File: src/rtl/instr_enc_pkg.sv
// Shared types and constants for the RV32I field-to-word encoder/loader.
package instr_enc_pkg;

   localparam int unsigned XLEN  = 32;
   localparam int unsigned FMT_W = 3;
   localparam int unsigned OPC_W = 7;
   localparam int unsigned F3_W  = 3;
   localparam int unsigned F7_W  = 7;
   localparam int unsigned REG_W = 5;

   typedef enum logic [FMT_W-1:0] {
      FMT_R = 3'd0,
      FMT_I = 3'd1,
      FMT_S = 3'd2,
      FMT_B = 3'd3,
      FMT_U = 3'd4,
      FMT_J = 3'd5
   } fmt_e;

   typedef enum logic [1:0] {
      ST_IDLE = 2'd0,
      ST_LOAD = 2'd1,
      ST_DONE = 2'd2
   } state_e;

   localparam logic [OPC_W-1:0] OP_REG    = 7'b0110011;
   localparam logic [OPC_W-1:0] OP_IMM    = 7'b0010011;
   localparam logic [OPC_W-1:0] OP_STORE  = 7'b0100011;
   localparam logic [OPC_W-1:0] OP_BRANCH = 7'b1100011;
   localparam logic [OPC_W-1:0] OP_LUI    = 7'b0110111;
   localparam logic [OPC_W-1:0] OP_JAL    = 7'b1101111;

   typedef struct packed {
      logic [FMT_W-1:0] fmt;
      logic [OPC_W-1:0] opcode;
      logic [F3_W-1:0]  funct3;
      logic [F7_W-1:0]  funct7;
      logic [REG_W-1:0] rd;
      logic [REG_W-1:0] rs1;
      logic [REG_W-1:0] rs2;
      logic [XLEN-1:0]  imm;
   } instr_fields_t;

   // True when value survives truncation to a signed field of the given width.
   function automatic logic fits_signed(input logic [XLEN-1:0] value, input int unsigned bits);
      logic [XLEN-1:0] ext;
      ext = XLEN'($signed(value) >>> (bits - 1));
      return (ext == '0) || (ext == '1);
   endfunction

endpackage

File: src/rtl/instr_encoder_loader_if.sv
// Field-bundle handshake between a program source and the encoder.
interface instr_encoder_loader_if;
   import instr_enc_pkg::*;

   logic                 in_valid;
   logic                 in_ready;
   logic [FMT_W-1:0]     fmt;
   logic [OPC_W-1:0]     opcode;
   logic [F3_W-1:0]      funct3;
   logic [F7_W-1:0]      funct7;
   logic [REG_W-1:0]     rd;
   logic [REG_W-1:0]     rs1;
   logic [REG_W-1:0]     rs2;
   logic [XLEN-1:0]      imm;

   modport master (
      output in_valid, fmt, opcode, funct3, funct7, rd, rs1, rs2, imm,
      input  in_ready
   );

   modport slave (
      input  in_valid, fmt, opcode, funct3, funct7, rd, rs1, rs2, imm,
      output in_ready
   );

endinterface

File: src/rtl/rv32_field_packer.sv
// Combinational RV32I packer: field bundle to 32-bit word plus a legality flag.
module rv32_field_packer
   import instr_enc_pkg::*;
(
   input  instr_fields_t     fields,
   output logic [XLEN-1:0]   word,
   output logic              legal
);

   logic fmt_ok;
   logic imm_ok;

   always_comb begin
      word   = '0;
      fmt_ok = 1'b1;
      imm_ok = 1'b1;
      case (fields.fmt)
         FMT_R: word = {fields.funct7, fields.rs2, fields.rs1, fields.funct3,
                        fields.rd, fields.opcode};
         FMT_I: begin
            word   = {fields.imm[11:0], fields.rs1, fields.funct3, fields.rd, fields.opcode};
            imm_ok = fits_signed(fields.imm, 12);
         end
         FMT_S: begin
            word   = {fields.imm[11:5], fields.rs2, fields.rs1, fields.funct3,
                      fields.imm[4:0], fields.opcode};
            imm_ok = fits_signed(fields.imm, 12);
         end
         FMT_B: begin
            word   = {fields.imm[12], fields.imm[10:5], fields.rs2, fields.rs1, fields.funct3,
                      fields.imm[4:1], fields.imm[11], fields.opcode};
            imm_ok = fits_signed(fields.imm, 13) && !fields.imm[0];
         end
         FMT_U: word = {fields.imm[31:12], fields.rd, fields.opcode};
         FMT_J: begin
            word   = {fields.imm[20], fields.imm[10:1], fields.imm[11], fields.imm[19:12],
                      fields.rd, fields.opcode};
            imm_ok = fits_signed(fields.imm, 21) && !fields.imm[0];
         end
         default: fmt_ok = 1'b0;
      endcase
      legal = fmt_ok && imm_ok && (fields.opcode[1:0] == 2'b11);
   end

endmodule

File: src/rtl/instr_encoder_loader.sv
// Accepts field bundles, packs them into RV32I words and writes them sequentially
// into instruction memory; one-cycle latency, one word per cycle.
module instr_encoder_loader
   import instr_enc_pkg::*;
#(
   parameter int unsigned ADDR_W = 7,
   parameter int unsigned DEPTH  = 128
) (
   input  logic                 clk,
   input  logic                 rst_n,
   input  logic                 start,
   input  logic                 finish,
   instr_encoder_loader_if.slave bus,
   output logic                 mem_we,
   output logic [ADDR_W-1:0]    mem_addr,
   output logic [XLEN-1:0]      mem_wdata,
   output logic [ADDR_W:0]      count,
   output logic                 full,
   output logic                 err,
   output logic                 busy
);

   localparam int unsigned      CNT_W     = ADDR_W + 1;
   localparam logic [CNT_W-1:0] DEPTH_CNT = CNT_W'(DEPTH);

   state_e           state_q;
   state_e           state_d;
   instr_fields_t    fields;
   logic [XLEN-1:0]  packed_word;
   logic             packed_legal;
   logic [CNT_W-1:0] count_d;
   logic             room;
   logic             accept;
   logic             last_write;

   assign fields = '{fmt:    bus.fmt,
                     opcode: bus.opcode,
                     funct3: bus.funct3,
                     funct7: bus.funct7,
                     rd:     bus.rd,
                     rs1:    bus.rs1,
                     rs2:    bus.rs2,
                     imm:    bus.imm};

   rv32_field_packer u_packer (
      .fields (fields),
      .word   (packed_word),
      .legal  (packed_legal)
   );

   // State register
   always_ff @(posedge clk or negedge rst_n) begin
      if (!rst_n) state_q <= ST_IDLE;
      else        state_q <= state_d;
   end

   // Next state: start always (re)enters LOAD; LOAD ends on finish or the last write
   always_comb begin
      state_d = state_q;
      if (start) begin
         state_d = ST_LOAD;
      end else if ((state_q == ST_LOAD) && (finish || last_write)) begin
         state_d = ST_DONE;
      end
   end

   // Handshake and counter next values; an in-flight write already owns a slot
   always_comb begin
      count_d      = start ? '0 : count + CNT_W'(mem_we);
      room         = (count + CNT_W'(mem_we)) < DEPTH_CNT;
      bus.in_ready = (state_q == ST_LOAD) && room && !full && !finish && !start;
      accept       = bus.in_valid && bus.in_ready;
      last_write   = mem_we && ((count + CNT_W'(1)) == DEPTH_CNT);
   end

   // Write port and status registers
   always_ff @(posedge clk or negedge rst_n) begin
      if (!rst_n) begin
         mem_we    <= 1'b0;
         mem_addr  <= '0;
         mem_wdata <= '0;
         count     <= '0;
         full      <= 1'b0;
         err       <= 1'b0;
         busy      <= 1'b0;
      end else begin
         mem_we <= 1'b0;
         count  <= count_d;
         full   <= (count_d == DEPTH_CNT);
         busy   <= (state_d == ST_LOAD);
         if (start) begin
            err <= 1'b0;
         end else if (accept) begin
            if (packed_legal) begin
               mem_we    <= 1'b1;
               mem_addr  <= count_d[ADDR_W-1:0];
               mem_wdata <= packed_word;
            end else begin
               err <= 1'b1;
            end
         end
      end
   end

endmodule

File: src/flat_wrapper.sv
// flat-port wrapper written by rule: the top's interface ports become plain ports
module instr_encoder_loader_flat import instr_enc_pkg::*;
#(
   parameter int unsigned ADDR_W = 7,
   parameter int unsigned DEPTH  = 128
)
  (clk, rst_n, start, finish, mem_we, mem_addr, mem_wdata, count, full, err, busy, bus_in_valid, bus_fmt, bus_opcode, bus_funct3, bus_funct7, bus_rd, bus_rs1, bus_rs2, bus_imm, bus_in_ready);
  instr_encoder_loader_if bus_i ();
  input  logic clk;
  input  logic rst_n;
  input  logic start;
  input  logic finish;
  output logic mem_we;
  output logic [ADDR_W-1:0] mem_addr;
  output logic [XLEN-1:0] mem_wdata;
  output logic [ADDR_W:0] count;
  output logic full;
  output logic err;
  output logic busy;
  input wire logic [$bits(bus_i.in_valid)-1:0] bus_in_valid;
  input wire logic [$bits(bus_i.fmt)-1:0] bus_fmt;
  input wire logic [$bits(bus_i.opcode)-1:0] bus_opcode;
  input wire logic [$bits(bus_i.funct3)-1:0] bus_funct3;
  input wire logic [$bits(bus_i.funct7)-1:0] bus_funct7;
  input wire logic [$bits(bus_i.rd)-1:0] bus_rd;
  input wire logic [$bits(bus_i.rs1)-1:0] bus_rs1;
  input wire logic [$bits(bus_i.rs2)-1:0] bus_rs2;
  input wire logic [$bits(bus_i.imm)-1:0] bus_imm;
  output wire logic [$bits(bus_i.in_ready)-1:0] bus_in_ready;
  assign bus_i.in_valid = bus_in_valid;
  assign bus_i.fmt = bus_fmt;
  assign bus_i.opcode = bus_opcode;
  assign bus_i.funct3 = bus_funct3;
  assign bus_i.funct7 = bus_funct7;
  assign bus_i.rd = bus_rd;
  assign bus_i.rs1 = bus_rs1;
  assign bus_i.rs2 = bus_rs2;
  assign bus_i.imm = bus_imm;
  assign bus_in_ready = bus_i.in_ready;
  instr_encoder_loader #(.ADDR_W(ADDR_W), .DEPTH(DEPTH)) u_core (.clk(clk), .rst_n(rst_n), .start(start), .finish(finish), .bus(bus_i), .mem_we(mem_we), .mem_addr(mem_addr), .mem_wdata(mem_wdata), .count(count), .full(full), .err(err), .busy(busy));
endmodule
File: config.mk
export PLATFORM = sky130hd
export DESIGN_NAME = instr_encoder_loader_flat
export DESIGN_NICKNAME = d
export VERILOG_FILES = /design/src/rtl/instr_enc_pkg.sv /design/src/rtl/instr_encoder_loader_if.sv /design/src/rtl/rv32_field_packer.sv /design/src/rtl/instr_encoder_loader.sv /design/src/flat_wrapper.sv
export SDC_FILE = /design/constraint.sdc
export NUM_CORES = 1
export LEC_CHECK = 0
export BUFFER_PORTS_ARGS = -buffer_cell sky130_fd_sc_hd__buf_4
export CAP_MARGIN = 5
export CELL_PAD_IN_SITES_DETAIL_PLACEMENT = 1
export CELL_PAD_IN_SITES_GLOBAL_PLACEMENT = 1
export CORE_UTILIZATION = 37
export DETAILED_ROUTE_END_ITERATION = 6
export HOLD_SLACK_MARGIN = 0.08
export PLACE_DENSITY_LB_ADDON = 0.1
export SLEW_MARGIN = 20
export SYNTH_ARGS = -nofsm -noshare
export SYNTH_HDL_FRONTEND = slang
export SYNTH_SLANG_ARGS = --single-unit
File: constraint.sdc
create_clock -name clk -period 5.71 [get_ports clk]
set_input_delay 1.142 -clock clk [delete_from_list [all_inputs] [get_ports clk]]
set_output_delay 1.142 -clock clk [all_outputs]
set_load 0.01 [all_outputs]
==> results.toml <==
[synth]
synth_top_cell_area_share_pct = 47.2
synth_area_leaders = "dfrtp_1, mux2_2, mux2i_1"
adder_cell_fraction_of_synth_area_pct = 1.29
yosysMostFrequentCell = "dfrtp_1"
synth_top_family_by_area = "multiplexers"
synthTopCellsByCount = "dfrtp_1, mux2_2, nand2_1"
yosysUniqueCellTypes = 39
syn-instance-count = 279
synth_enable_flop_cells = 0
synth.cell_area_sq_mm = 0.00281
synth.ff_latch_count = 53
synth.yosys.seq_area_share_pct = 47.2
synth-xor-area-share_pct = 1.56
syn_nets = 353
synth-async-reset-ratio_pct = 100
synth_simple_gate_area_share_pct = 14.7
synth_top_area_cell = "dfrtp_1"
synth_warnings = 0
muxShareOfSynthArea_pct = 18.4
synth-compound-area-share_pct = 11.8
synthFlopType = "dfrtp_1"
post_synth.cell_area_avg_sq_um = 10.1

[job]
maxCapViolCount = 0

[placement]
placement.io_buffers = 123
finalWeightedCongestion = 0.798
dp.cells = 486
dpl.hpwl_um = 6290
dp_slack_ns = 1.91

[final_layout]
antenna-diode-count = 0
finish.cell_count_without_fillers = 494
finish.utilization_pct = 53.1
drive_gt1_share_pct = 41.8
num-fill-cells = 917
multiInputGateArea_sq_mm = 0.00134
final_nets = 468
syn_to_final_growth_pct = 37.9
regArea_sq_mm = 0.00133

[clock_network]
cts_hold_buf = 0
clock_insertion_delay_worst_skew_ns = 0.31
post-cts-setup-buffer-count = 0
worst_setup_hold_path_clk_slew_ns = 0.10
clk_root_buffer_cell = "clkbuf_8"
cts-buffers-inserted = 5
post_cts_resize_count = 0
clkSinkCount = 53
clock_tree.buffer_depth = 2
cts_tree = "done"
ctsHtreeMaxLevel = 2

[setup_path]
reg2reg_slack_ns = 3.07
criticalPathCategory = "in -> reg"
r2r-end = "u_core.mem_wdata[15]"
worst_ep_arrival_time_ns = 3.65
worstRegToRegCells = 7
worst-endpoint-required_ns = 5.91
worstSetupEndpointType = "flop"
start_kind = "primary input"
maximum_fanout_encountered_on_the_critical_timing_path = 39
regToRegStartpoint = "u_core.mem_we"

[floorplan]
fp.dieArea_sq_mm = 0.00794
die-height_um = 89.1
die_w_um = 89.1
ios = 124
fp.coreArea_sq_mm = 0.00729
floorplan.initialDensity_pct = 38.5
std_cell_rows = 31

[sta]
tightestPinTransition_ns = 0.888
final-hold-violation-count = 0
timing.slew.headroom_pct = 40.8
finalCriticalPeriod_ns = 3.45
max_freq_mhz = 290
setup_viol = 0
finalSetupTns_ns = 0
grt_setup_unrepaired = "no"
timing.final.max_slew_violations = 0
layout_setup_ws_ns = 2.26
final.setup_skew_ns = 0.00644
period_utilization_post_route_pct = 60.5

[hold_path]
holdCritStartpoint = "u_core.mem_wdata[0]"
worst_hold_path_type = "reg -> reg"
hold-path-endpoint = "u_core.mem_wdata[0]"
hold_depth = 1

[power_and_ir_drop]
pwr_density_cell_mw_per_mm2 = 203
switching_power_mw = 0.216
leakagePower_nw = 2.05
part_of_the_total_power_dissipated_in_sequential_elements_pct = 51.8
ir_drop_worst_case_vdd_mv = 0.105
power.share.combinational_pct = 20.6
intPower_mw = 0.568
clock_power_share_pct = 27.5
switching_share_pct = 27.6

[global_route]
overflow = 0
grt_usage_pct = 21.1
antenna_found_initial = 0
globalRouteMet2Util_pct = 34.6
grt.busiest_layer = "met2"
grt_util_met3_pct = 4.34
met1_usage_pct = 28.1
first_global_vias = 2518
pin_count_of_the_biggest_net_entering_global_routing = 54
first_pass_grt_wire_length_um = 12500

[outcome]
outcome = "completed"

[routing]
postRouteAntennaNets = 0
via_per_inst = 5.06
dr.first_iter.drc_count = 85
detail_route.first_pass.iterations = 4
drt-wirelength-per-cell_um = 16.2
detail_route.drc_violations = 0
route.vias.total = 2501
totalWireLength_um = 8000
-- worst max-delay path: stages --
cell      delay, ns
buf_4          0.19
inv_1          0.16
nor2_1         0.59
nor2_1         0.12
a2111o_1       0.36
a211o_2        0.66
mux2_4         0.42
-- worst max-delay path by stage --
stage	start	endpoint	slack, ns	depth (start not counted)
3_5_place_dp	bus_fmt[1]	u_core.mem_wdata[15]	1.91	7
5_1_grt	bus_fmt[1]	u_core.mem_wdata[15]	2.03	7
4_1_cts	bus_fmt[1]	u_core.mem_wdata[15]	2.24	7
2_1_floorplan	bus_imm[18]	u_core.mem_wdata[15]	2.39	8
6_report	bus_fmt[1]	u_core.mem_wdata[15]	2.26	7
3_3_place_gp	bus_imm[18]	u_core.mem_wdata[15]	1.94	7
-- layer usage --
| layer | routed length, um | up-vias |
|---|---|---|
| met5 | 0 | - |
| met4 | 100 | 0 |
| met3 | 499 | 7 |
| met2 | 3790 | 83 |
| met1 | 3610 | 1199 |
| li1 | - | 1212 |
-- cell type report --
type	count	share of cell area, %
Multi-Input combinational cell	193	34.6
Sequential cell	53	34.2
Timing Repair Buffer	123	23.8
Tap cell	99	3.20
Clock buffer	5	1.78
Inverter	18	1.74
Clock inverter	3	0.549
-- cell usage in the layout (no fill, tap or decap), drive strengths merged, types with 3 or more instances in the layout --
cell type,Yosys,layout
a21oi,12,12
a22o,5,5
a22oi,5,5
buf,5,123
clkbuf,10,5
dfrtp,53,53
inv,18,19
mux2,32,32
mux2i,15,15
nand2,25,25
nand2b,3,3
nand3,5,5
nand4,9,9
nor2,21,21
nor2b,5,5
nor3,4,4
nor4,5,5
o21ai,20,20
xor2,3,3
-- registers in the layout, summed over array words and instances, names as in the netlist --
| signal | cells |
|---|---|
| u_core.mem_wdata | 32 |
| u_core.count | 8 |
| u_core.mem_addr | 7 |
| u_core.state_q | 2 |
| u_core.busy | 1 |
| u_core.err | 1 |
| u_core.full | 1 |
| u_core.mem_we | 1 |
-- logic make-up (layout without fill, tap and decap cells) --
family / count (synthesis) / count (layout)
adder cells (fa/ha/maj): 3 / 3
buffers and inverters: 33 / 149
AND/OR/NAND/NOR: 85 / 85
AO/OA/AOI/OAI: 53 / 53
XOR/XNOR: 5 / 5
multiplexers: 47 / 47
flip-flops: 53 / 53
-- power by group through the flow --
stage          Sequential [mW]  Combinational [mW]  Clock (mW)
6_report                 0.407               0.162       0.216
3_3_place_gp             0.413               0.160           0
2_1_floorplan            0.422              0.0569           0
5_1_grt                  0.409               0.178       0.240
3_5_place_dp             0.414               0.164           0
4_1_cts                  0.407               0.164       0.223
-- metrics by stage --
step | hold slack [ns] | instance area (sq um) | power (mW)
finish | 0.480 | 3870 | 0.785
global route | 0.521 | 3870 | 0.828
CTS | 0.486 | 3870 | 0.794
detailed placement | 0.460 | 3780 | 0.578
global placement | 0.451 | 3780 | 0.573
floorplan | 0.457 | 2810 | 0.479
Power figures use the tool's default switching activity.
